--- src/rtl/pkt_rx_pkg.sv ---
// Shared types and constants for the packet receive port.
package pkt_rx_pkg;

  localparam int HDR_BYTES     = 2;
  localparam int DROP_CNT_W    = 16;
  localparam int DESC_DEPTH    = 4;
  localparam int NUM_PORTS_DEF = 4;
  localparam int DEST_W        = $clog2(NUM_PORTS_DEF);

  typedef enum logic [1:0] {
    IDLE    = 2'd0,
    LEN     = 2'd1,
    PAYLOAD = 2'd2,
    DROP    = 2'd3
  } rx_state_e;

  // One committed packet: where it goes and how many payload bytes it has.
  typedef struct packed {
    logic [DEST_W-1:0] dest;
    logic [7:0]        len;
  } pkt_desc_t;

endpackage

--- src/rtl/pkt_desc_fifo.sv ---
// Small synchronous FIFO of packet descriptors. Besides the head entry it
// also exposes the entry behind the head, so the output side can start the
// next packet in the same cycle the current packet's last byte is taken.
module pkt_desc_fifo
  import pkt_rx_pkg::*;
#(
  parameter int DEPTH = 4
) (
  input  logic                   clk,
  input  logic                   reset,
  input  logic                   push,
  input  pkt_desc_t              push_desc,
  input  logic                   pop,
  output pkt_desc_t              head,
  output pkt_desc_t              next_head,
  output logic [$clog2(DEPTH):0] count,
  output logic                   full,
  output logic                   empty
);

  localparam int AW = $clog2(DEPTH);

  pkt_desc_t       mem [DEPTH];
  logic [AW:0]     wr_ptr;
  logic [AW:0]     rd_ptr;
  logic [AW-1:0]   rd_next;

  assign rd_next   = rd_ptr[AW-1:0] + 1'b1;
  assign count     = wr_ptr - rd_ptr;
  assign full      = (count == (AW+1)'(DEPTH));
  assign empty     = (count == '0);
  assign head      = mem[rd_ptr[AW-1:0]];
  assign next_head = mem[rd_next];

  // Pointer update; push is ignored when full, pop when empty.
  always_ff @(posedge clk) begin
    if (reset) begin
      wr_ptr <= '0;
      rd_ptr <= '0;
    end else begin
      if (push && !full) wr_ptr <= wr_ptr + 1'b1;
      if (pop && !empty) rd_ptr <= rd_ptr + 1'b1;
    end
  end

  // Descriptor storage, not reset.
  always_ff @(posedge clk) begin
    if (push && !full) mem[wr_ptr[AW-1:0]] <= push_desc;
  end

endmodule

--- src/rtl/pkt_rx_port.sv ---
// Receive port: parses header/length/payload frames, buffers payload
// store-and-forward with commit/rollback pointers, and streams out only
// complete valid packets.
//
// Handshake rule on both sides: a byte moves on a rising clk edge where
// valid && ready are both high; the sender holds valid and its data/last/
// dest fields unchanged until that edge; ready may depend on the offered
// data (the length byte stall) but valid never depends on ready.
module pkt_rx_port
  import pkt_rx_pkg::*;
#(
  parameter int NUM_PORTS = NUM_PORTS_DEF,
  parameter int DEPTH     = 64,
  parameter int MAX_LEN   = 32
) (
  input  logic                         clk,
  input  logic                         reset,
  input  logic                         in_valid,
  input  logic [7:0]                   in_data,
  input  logic                         in_last,
  output logic                         in_ready,
  output logic                         out_valid,
  output logic [7:0]                   out_data,
  output logic                         out_last,
  output logic [$clog2(NUM_PORTS)-1:0] out_dest,
  input  logic                         out_ready,
  output logic                         err_pulse,
  output logic [DROP_CNT_W-1:0]        drop_count,
  output rx_state_e                    dbg_state
);

  localparam int AW = $clog2(DEPTH);
  localparam int PW = AW + 1;

  // Input side state
  rx_state_e         state_q, state_d;
  logic [DEST_W-1:0] dest_q;
  logic [7:0]        len_q;
  logic [7:0]        rem_q;
  logic              bad_q;

  // Byte buffer: wr_ptr runs ahead with uncommitted bytes, cmt_ptr marks the
  // end of the last good packet, rd_ptr is the next byte to load for output.
  logic [PW-1:0]     wr_ptr, cmt_ptr, rd_ptr;
  logic [7:0]        buf_mem [DEPTH];

  logic              accept, rdy, len_ok, too_big;
  logic              wr_en, commit, drop_evt;
  logic [PW-1:0]     used;
  logic [8:0]        free_sp;

  // Descriptor queue
  pkt_desc_t         push_desc, head, next_head, sel;
  logic [$clog2(DESC_DEPTH):0] desc_cnt;
  logic              desc_full, desc_empty;

  // Output side
  logic [7:0]        byte_idx;
  logic              sel_avail, load, pop, last_byte;

  assign used      = wr_ptr - rd_ptr;
  assign free_sp   = 9'(DEPTH) - 9'(used);
  assign len_ok    = (in_data != 8'd0) && (in_data <= 8'(MAX_LEN)) && !bad_q;
  assign too_big   = {1'b0, in_data} > free_sp;
  assign in_ready  = rdy && !reset;
  assign accept    = in_valid && in_ready;
  assign dbg_state = state_q;
  assign push_desc = '{dest: dest_q, len: len_q};

  // Input FSM: next state, ready, and the write/commit/drop strobes.
  always_comb begin
    state_d  = state_q;
    rdy      = 1'b0;
    wr_en    = 1'b0;
    commit   = 1'b0;
    drop_evt = 1'b0;
    case (state_q)
      IDLE: begin
        rdy = !desc_full;
        if (accept) begin
          if (in_last) drop_evt = 1'b1;
          else         state_d  = LEN;
        end
      end
      LEN: begin
        // Stall a good length that does not fit yet; bad lengths never stall.
        rdy = !(len_ok && !in_last && too_big);
        if (accept) begin
          if (!len_ok || in_last) begin
            drop_evt = 1'b1;
            state_d  = in_last ? IDLE : DROP;
          end else begin
            state_d  = PAYLOAD;
          end
        end
      end
      PAYLOAD: begin
        rdy = 1'b1;
        if (accept) begin
          wr_en = 1'b1;
          if (rem_q == 8'd1) begin
            if (in_last) begin
              commit  = 1'b1;
              state_d = IDLE;
            end else begin
              drop_evt = 1'b1;
              state_d  = DROP;
            end
          end else if (in_last) begin
            drop_evt = 1'b1;
            state_d  = IDLE;
          end
        end
      end
      DROP: begin
        rdy = 1'b1;
        if (accept && in_last) state_d = IDLE;
      end
      default: state_d = IDLE;
    endcase
  end

  // Input state register, header/length capture, pointers and drop stats.
  always_ff @(posedge clk) begin
    if (reset) begin
      state_q    <= IDLE;
      dest_q     <= '0;
      len_q      <= '0;
      rem_q      <= '0;
      bad_q      <= 1'b0;
      wr_ptr     <= '0;
      cmt_ptr    <= '0;
      err_pulse  <= 1'b0;
      drop_count <= '0;
    end else begin
      state_q   <= state_d;
      err_pulse <= drop_evt;
      if (drop_evt && (drop_count != '1)) drop_count <= drop_count + 1'b1;
      if (state_q == IDLE && accept) begin
        dest_q <= in_data[DEST_W-1:0];
        bad_q  <= (in_data >= 8'(NUM_PORTS));
      end
      if (state_q == LEN && accept) begin
        len_q <= in_data;
        rem_q <= in_data;
      end
      if (wr_en) rem_q <= rem_q - 8'd1;
      if (drop_evt)   wr_ptr <= cmt_ptr;
      else if (wr_en) wr_ptr <= wr_ptr + 1'b1;
      if (commit) cmt_ptr <= wr_ptr + 1'b1;
    end
  end

  // Payload byte storage, not reset.
  always_ff @(posedge clk) begin
    if (wr_en) buf_mem[wr_ptr[AW-1:0]] <= in_data;
  end

  pkt_desc_fifo #(.DEPTH(DESC_DEPTH)) u_desc_fifo (
    .clk       (clk),
    .reset     (reset),
    .push      (commit),
    .push_desc (push_desc),
    .pop       (pop),
    .head      (head),
    .next_head (next_head),
    .count     (desc_cnt),
    .full      (desc_full),
    .empty     (desc_empty)
  );

  // Pick which packet the next loaded byte belongs to: while the output
  // register holds a last byte, the head is still that packet, so look one
  // entry further to keep packets back-to-back.
  always_comb begin
    if (out_valid && out_last) begin
      sel       = next_head;
      sel_avail = (desc_cnt >= 3'd2);
    end else begin
      sel       = head;
      sel_avail = !desc_empty;
    end
    load      = (!out_valid || out_ready) && sel_avail;
    last_byte = ((byte_idx + 8'd1) == sel.len);
    pop       = out_valid && out_ready && out_last;
  end

  // Registered output stage, refilled whenever it is empty or being taken.
  always_ff @(posedge clk) begin
    if (reset) begin
      out_valid <= 1'b0;
      out_data  <= '0;
      out_last  <= 1'b0;
      out_dest  <= '0;
      rd_ptr    <= '0;
      byte_idx  <= '0;
    end else if (load) begin
      out_valid <= 1'b1;
      out_data  <= buf_mem[rd_ptr[AW-1:0]];
      out_last  <= last_byte;
      out_dest  <= sel.dest;
      rd_ptr    <= rd_ptr + 1'b1;
      byte_idx  <= last_byte ? 8'd0 : byte_idx + 8'd1;
    end else if (out_ready) begin
      out_valid <= 1'b0;
      out_last  <= 1'b0;
    end
  end

endmodule

--- config.mk ---
export PLATFORM = sky130hd
export DESIGN_NAME = pkt_rx_port
export DESIGN_NICKNAME = d
export VERILOG_FILES = /design/src/rtl/pkt_rx_pkg.sv /design/src/rtl/pkt_desc_fifo.sv /design/src/rtl/pkt_rx_port.sv
export SDC_FILE = /design/constraint.sdc
export NUM_CORES = 1
export LEC_CHECK = 0
export ABC_CLOCK_PERIOD_IN_PS = 6420
export CORE_UTILIZATION = 62
export DETAILED_ROUTE_END_ITERATION = 10
export GPL_ROUTABILITY_DRIVEN = 0
export PLACE_DENSITY = 0.83
export SKIP_CTS_REPAIR_TIMING = 1
export SLEW_MARGIN = 20
export SYNTH_ARGS = -nofsm -noshare
export SYNTH_HDL_FRONTEND = slang
export SYNTH_SLANG_ARGS = --single-unit
--- constraint.sdc ---
create_clock -name clk -period 6.42 [get_ports clk]
set_input_delay 0.963 -clock clk [delete_from_list [all_inputs] [get_ports clk]]
set_output_delay 0.963 -clock clk [all_outputs]
set_load 0.05 [all_outputs]
==> results.txt <==
The run finished with clean final reports. For this run, asynchronously set or reset flops after synthesis account for 0%. The number of iterations in the first detailed-routing pass came out at 5. In the layout the commonest cells are sky130_fd_sc_hd__edfxtp_1, sky130_fd_sc_hd__mux4_2, sky130_fd_sc_hd__nor2_1.

Traced cell by cell, the critical path runs through inv_1, ha_1, inv_1, fa_1, a21oi_1, nor2b_1, nor4b_1, a31oi_1, o21ai_0, nand2_1, xnor2_1, ha_1, a211o_1, o221ai_1, a21oi_1, o211ai_1, nand2b_1, a21oi_1, a211oi_1, buf_12. In this run, synthesis inferred 552 flip-flops with an integrated enable. Yosys printed 0 warnings. The total of max-cap violations was 0; the count of input and output buffers was 44. Critical path's slowest cell: sky130_fd_sc_hd__a211oi_1. The number of nets in the synthesized netlist is 1577.

The chip width came out at 210 um. In this run, synthesis produced a sequential element count of 639. In this run the cell area of the synthesized design comes to 26700 um2.

The clock slew at the register clock pins of the worst setup and hold paths was 0.06 ns; the total clock buffers created by CTS was 60. The shortest period the worst path allows works out to 6.02 ns. Capturing element type of the critical path: an output pin. For this run, design rule violations remaining after detail routing come to 0.

After routing the design area is 29600 um2. The run gives 1.20 ns as the post-place setup slack. The count of buffer and inverter cells on the critical path was 3; the area of the core was 42200 um2. The floorplan step defined a die boundary enclosing 44000 um2. On the critical path the largest part of the delay comes from compound AO/OA/AOI/OAI gates.

Dividing the detail-routed wire length by the instance count gives 28.1 um. The later pin in the worst-skew pair is clocked with a latency of 0.63 ns. The logs give 60700 um for the sum of routed wire length over all layers and 9.17 nW for the leakage power. Dividing total power by cell area gives a power density of 290 nW/um2. In this run the worst hold path is classified as flop to flop. Worst-case setup margin in the final layout: 0.399 ns. Leaving out fill and tap cells, the most frequent cell in the layout is sky130_fd_sc_hd__edfxtp_1. Entering global routing, the biggest net connects 83 pins. IR analysis of the VDD net gives a maximum drop of 0.246 mV. The run gives 0 as the number of hold-slack violations in the final timing report. Ranked by total cell area, the synthesized netlist is headed by sky130_fd_sc_hd__edfxtp_1, sky130_fd_sc_hd__mux4_2, sky130_fd_sc_hd__dfxtp_1. For the pin with the worst max-slew slack, the measured transition is 1.02 ns. The count of different cell masters after synthesis came out at 70. The tools report the count of final max-slew check failures as 0. The most used flip-flop cell after synthesis is sky130_fd_sc_hd__edfxtp_1.

The detailed router finished its first iteration with 1805 violations. The biggest fanout along the worst timing path is 12, and the area share of the leading cell type in the synthesized netlist is 62.0%. Measured against its own limit, the worst slew margin works out to 32.0%.

The logs give 28.3% for the total global routing track utilization and 0 for the global-route congestion overflow total. sky130_fd_sc_hd__edfxtp_1 takes more of the synthesized area than any other cell. The clock drives 639 sinks. The post-route netlist has 21.0% of its cells at a drive strength greater than 1. The critical path required time is 5.46 ns. Clock tree synthesis selected as its root buffer the cell sky130_fd_sc_hd__clkbuf_16. The type of the setup path with the least slack was flop to output pin. Cell seen most often among critical-path stages: sky130_fd_sc_hd__a21oi_1.

Residual antenna-violating net count after detailed routing: 0. Startpoint class of the critical path: a flop. The routed via count divided by cell count was 6.77; the number of antenna violations at the first check in global routing was 1. For the final database, setup skew stands at 0.0301 ns. The run gives 0 ns as the total negative setup slack. At the end of the flow, the number of nets in the layout was 1624. Setup repair after global routing left no endpoint under its margin. In this run the core area contains 75 standard-cell rows. For this design the top-level I/O count stands at 45. After layout, the worst path uses 93.8% of the clock period.

For the number of global-route vias before repair, the log shows 14351. The share of the Yosys chip area taken by registers is 68.5%. The area growth from synthesis to layout is 10.8%. The number of instances in the synthesized netlist was 1525.

The maximum count of clock buffers along a single path was 3. TritonCTS built the clock tree. For the worst setup path, the data arrival time is 5.06 ns. Summed over all nets, the half-perimeter wirelength after detailed placement is 36900 um.

The floorplan die height was 210 um. The run gives 166 MHz as the timing-limited maximum frequency. The effective utilization at floorplan was 63.3%; the global-route wire length before repair was 90800 um. Delay of the slowest cell on the worst path: 0.44 ns.

The logs give 27700 um2 for the placed instance area and 0.452 ns for the final-layout worst hold slack. The run gives 14613 as the via count of the routed design. Setup violations remaining at the end of the flow were counted as 0. The total number of H-tree levels came out at 2. In this run the mean area of a mapped cell was 17.5 um2. After layout, the design draws a total of 8.58 mW.
[registers in the layout, indices dropped and copies added (netlist names), named ones only]
register,count
len_q,8
rem_q,8
out_dest,2
u_desc_fifo.mem,40
byte_idx,8
u_desc_fifo.rd_ptr,3
err_pulse,1
drop_count,16
cmt_ptr,7
out_data,8
wr_ptr,7
out_valid,1
dest_q,2
rd_ptr,7
buf_mem,512
u_desc_fifo.wr_ptr,3
out_last,1
dbg_state,2
bad_q,1
[final timing paths]
check	start	endpoint	slack, ns	depth (start not counted)
setup / recovery	wr_ptr[0]	in_ready	0.40	20
hold reg to reg	out_data[6]	out_data[6]	0.45	2
setup reg to reg	wr_ptr[0]	drop_count[9]	1.26	20
hold / removal	out_data[6]	out_data[6]	0.45	2
[cell usage after synthesis, types with 10 or more instances]
library cell	number
sky130_fd_sc_hd__mux4_2	188
sky130_fd_sc_hd__buf_1	13
sky130_fd_sc_hd__nand2_1	54
sky130_fd_sc_hd__buf_2	19
sky130_fd_sc_hd__nand3b_1	10
sky130_fd_sc_hd__dfxtp_1	87
sky130_fd_sc_hd__ha_1	37
sky130_fd_sc_hd__a21oi_1	44
sky130_fd_sc_hd__o21ai_0	23
sky130_fd_sc_hd__mux2i_1	26
sky130_fd_sc_hd__or3_1	10
sky130_fd_sc_hd__edfxtp_1	552
sky130_fd_sc_hd__and3_1	10
sky130_fd_sc_hd__a211oi_1	14
sky130_fd_sc_hd__nor2b_1	13
sky130_fd_sc_hd__nor2_1	142
sky130_fd_sc_hd__inv_1	34
sky130_fd_sc_hd__xnor2_1	28
sky130_fd_sc_hd__clkbuf_1	52
sky130_fd_sc_hd__nor4_1	11
sky130_fd_sc_hd__nand3_1	20
[cell families after synthesis]
family / count (synthesis) / share of synthesized area (%)
mux: 222 / 17.1
simple gates: 322 / 5.73
flops: 639 / 68.5
buf+inv: 121 / 1.82
xor+xnor: 38 / 1.30
fa+ha+maj: 39 / 1.88
compound gates: 144 / 3.65
[area by class of cell]
class / instances / area (um2)
fillers: 2531 / 12600
diodes: 1 / 2.50
inverters: 35 / 131
well taps: 539 / 674
clock inverters: 35 / 379
repair buffers: 71 / 612
flip-flops and latches: 639 / 18300
clock buffers: 73 / 1550
multi-input cells: 765 / 7960
[stage by stage]
step                      utilization (%)  instances
after floorplan                         -       1525
after global placement               65.6       2049
after detailed placement             65.6       2049
after CTS                            70.2       2157
after global routing                 70.2       2157
final                                70.2       2158
[worst register-to-register path, delay by kind of cell (launching register included)]
family | cells | cell delay, ns
flops | 1 | 0.43
mux | 1 | 0.37
compound gates | 9 | 1.92
simple gates | 4 | 1.00
buf+inv | 2 | 0.25
xor+xnor | 1 | 0.12
fa+ha+maj | 3 | 0.94
[report_power, final]
part | switching, mW | leakage (nW) | total, mW | internal [mW]
Sequential | 0.0297 | 5.67 | 4.55 | 4.52
Combinational | 0.330 | 2.57 | 0.497 | 0.167
Clock | 1.53 | 0.918 | 3.53 | 2.00
[routing by layer]
layer	up-vias	GRT usage, %	wire [um]
li1	6175	-	-
met1	7426	40.3	23200
met2	874	45.4	29800
met3	138	4.86	5860
met4	0	9.24	1850
met5	-	0	0
Note: power is estimated with default switching activity, not from simulation.
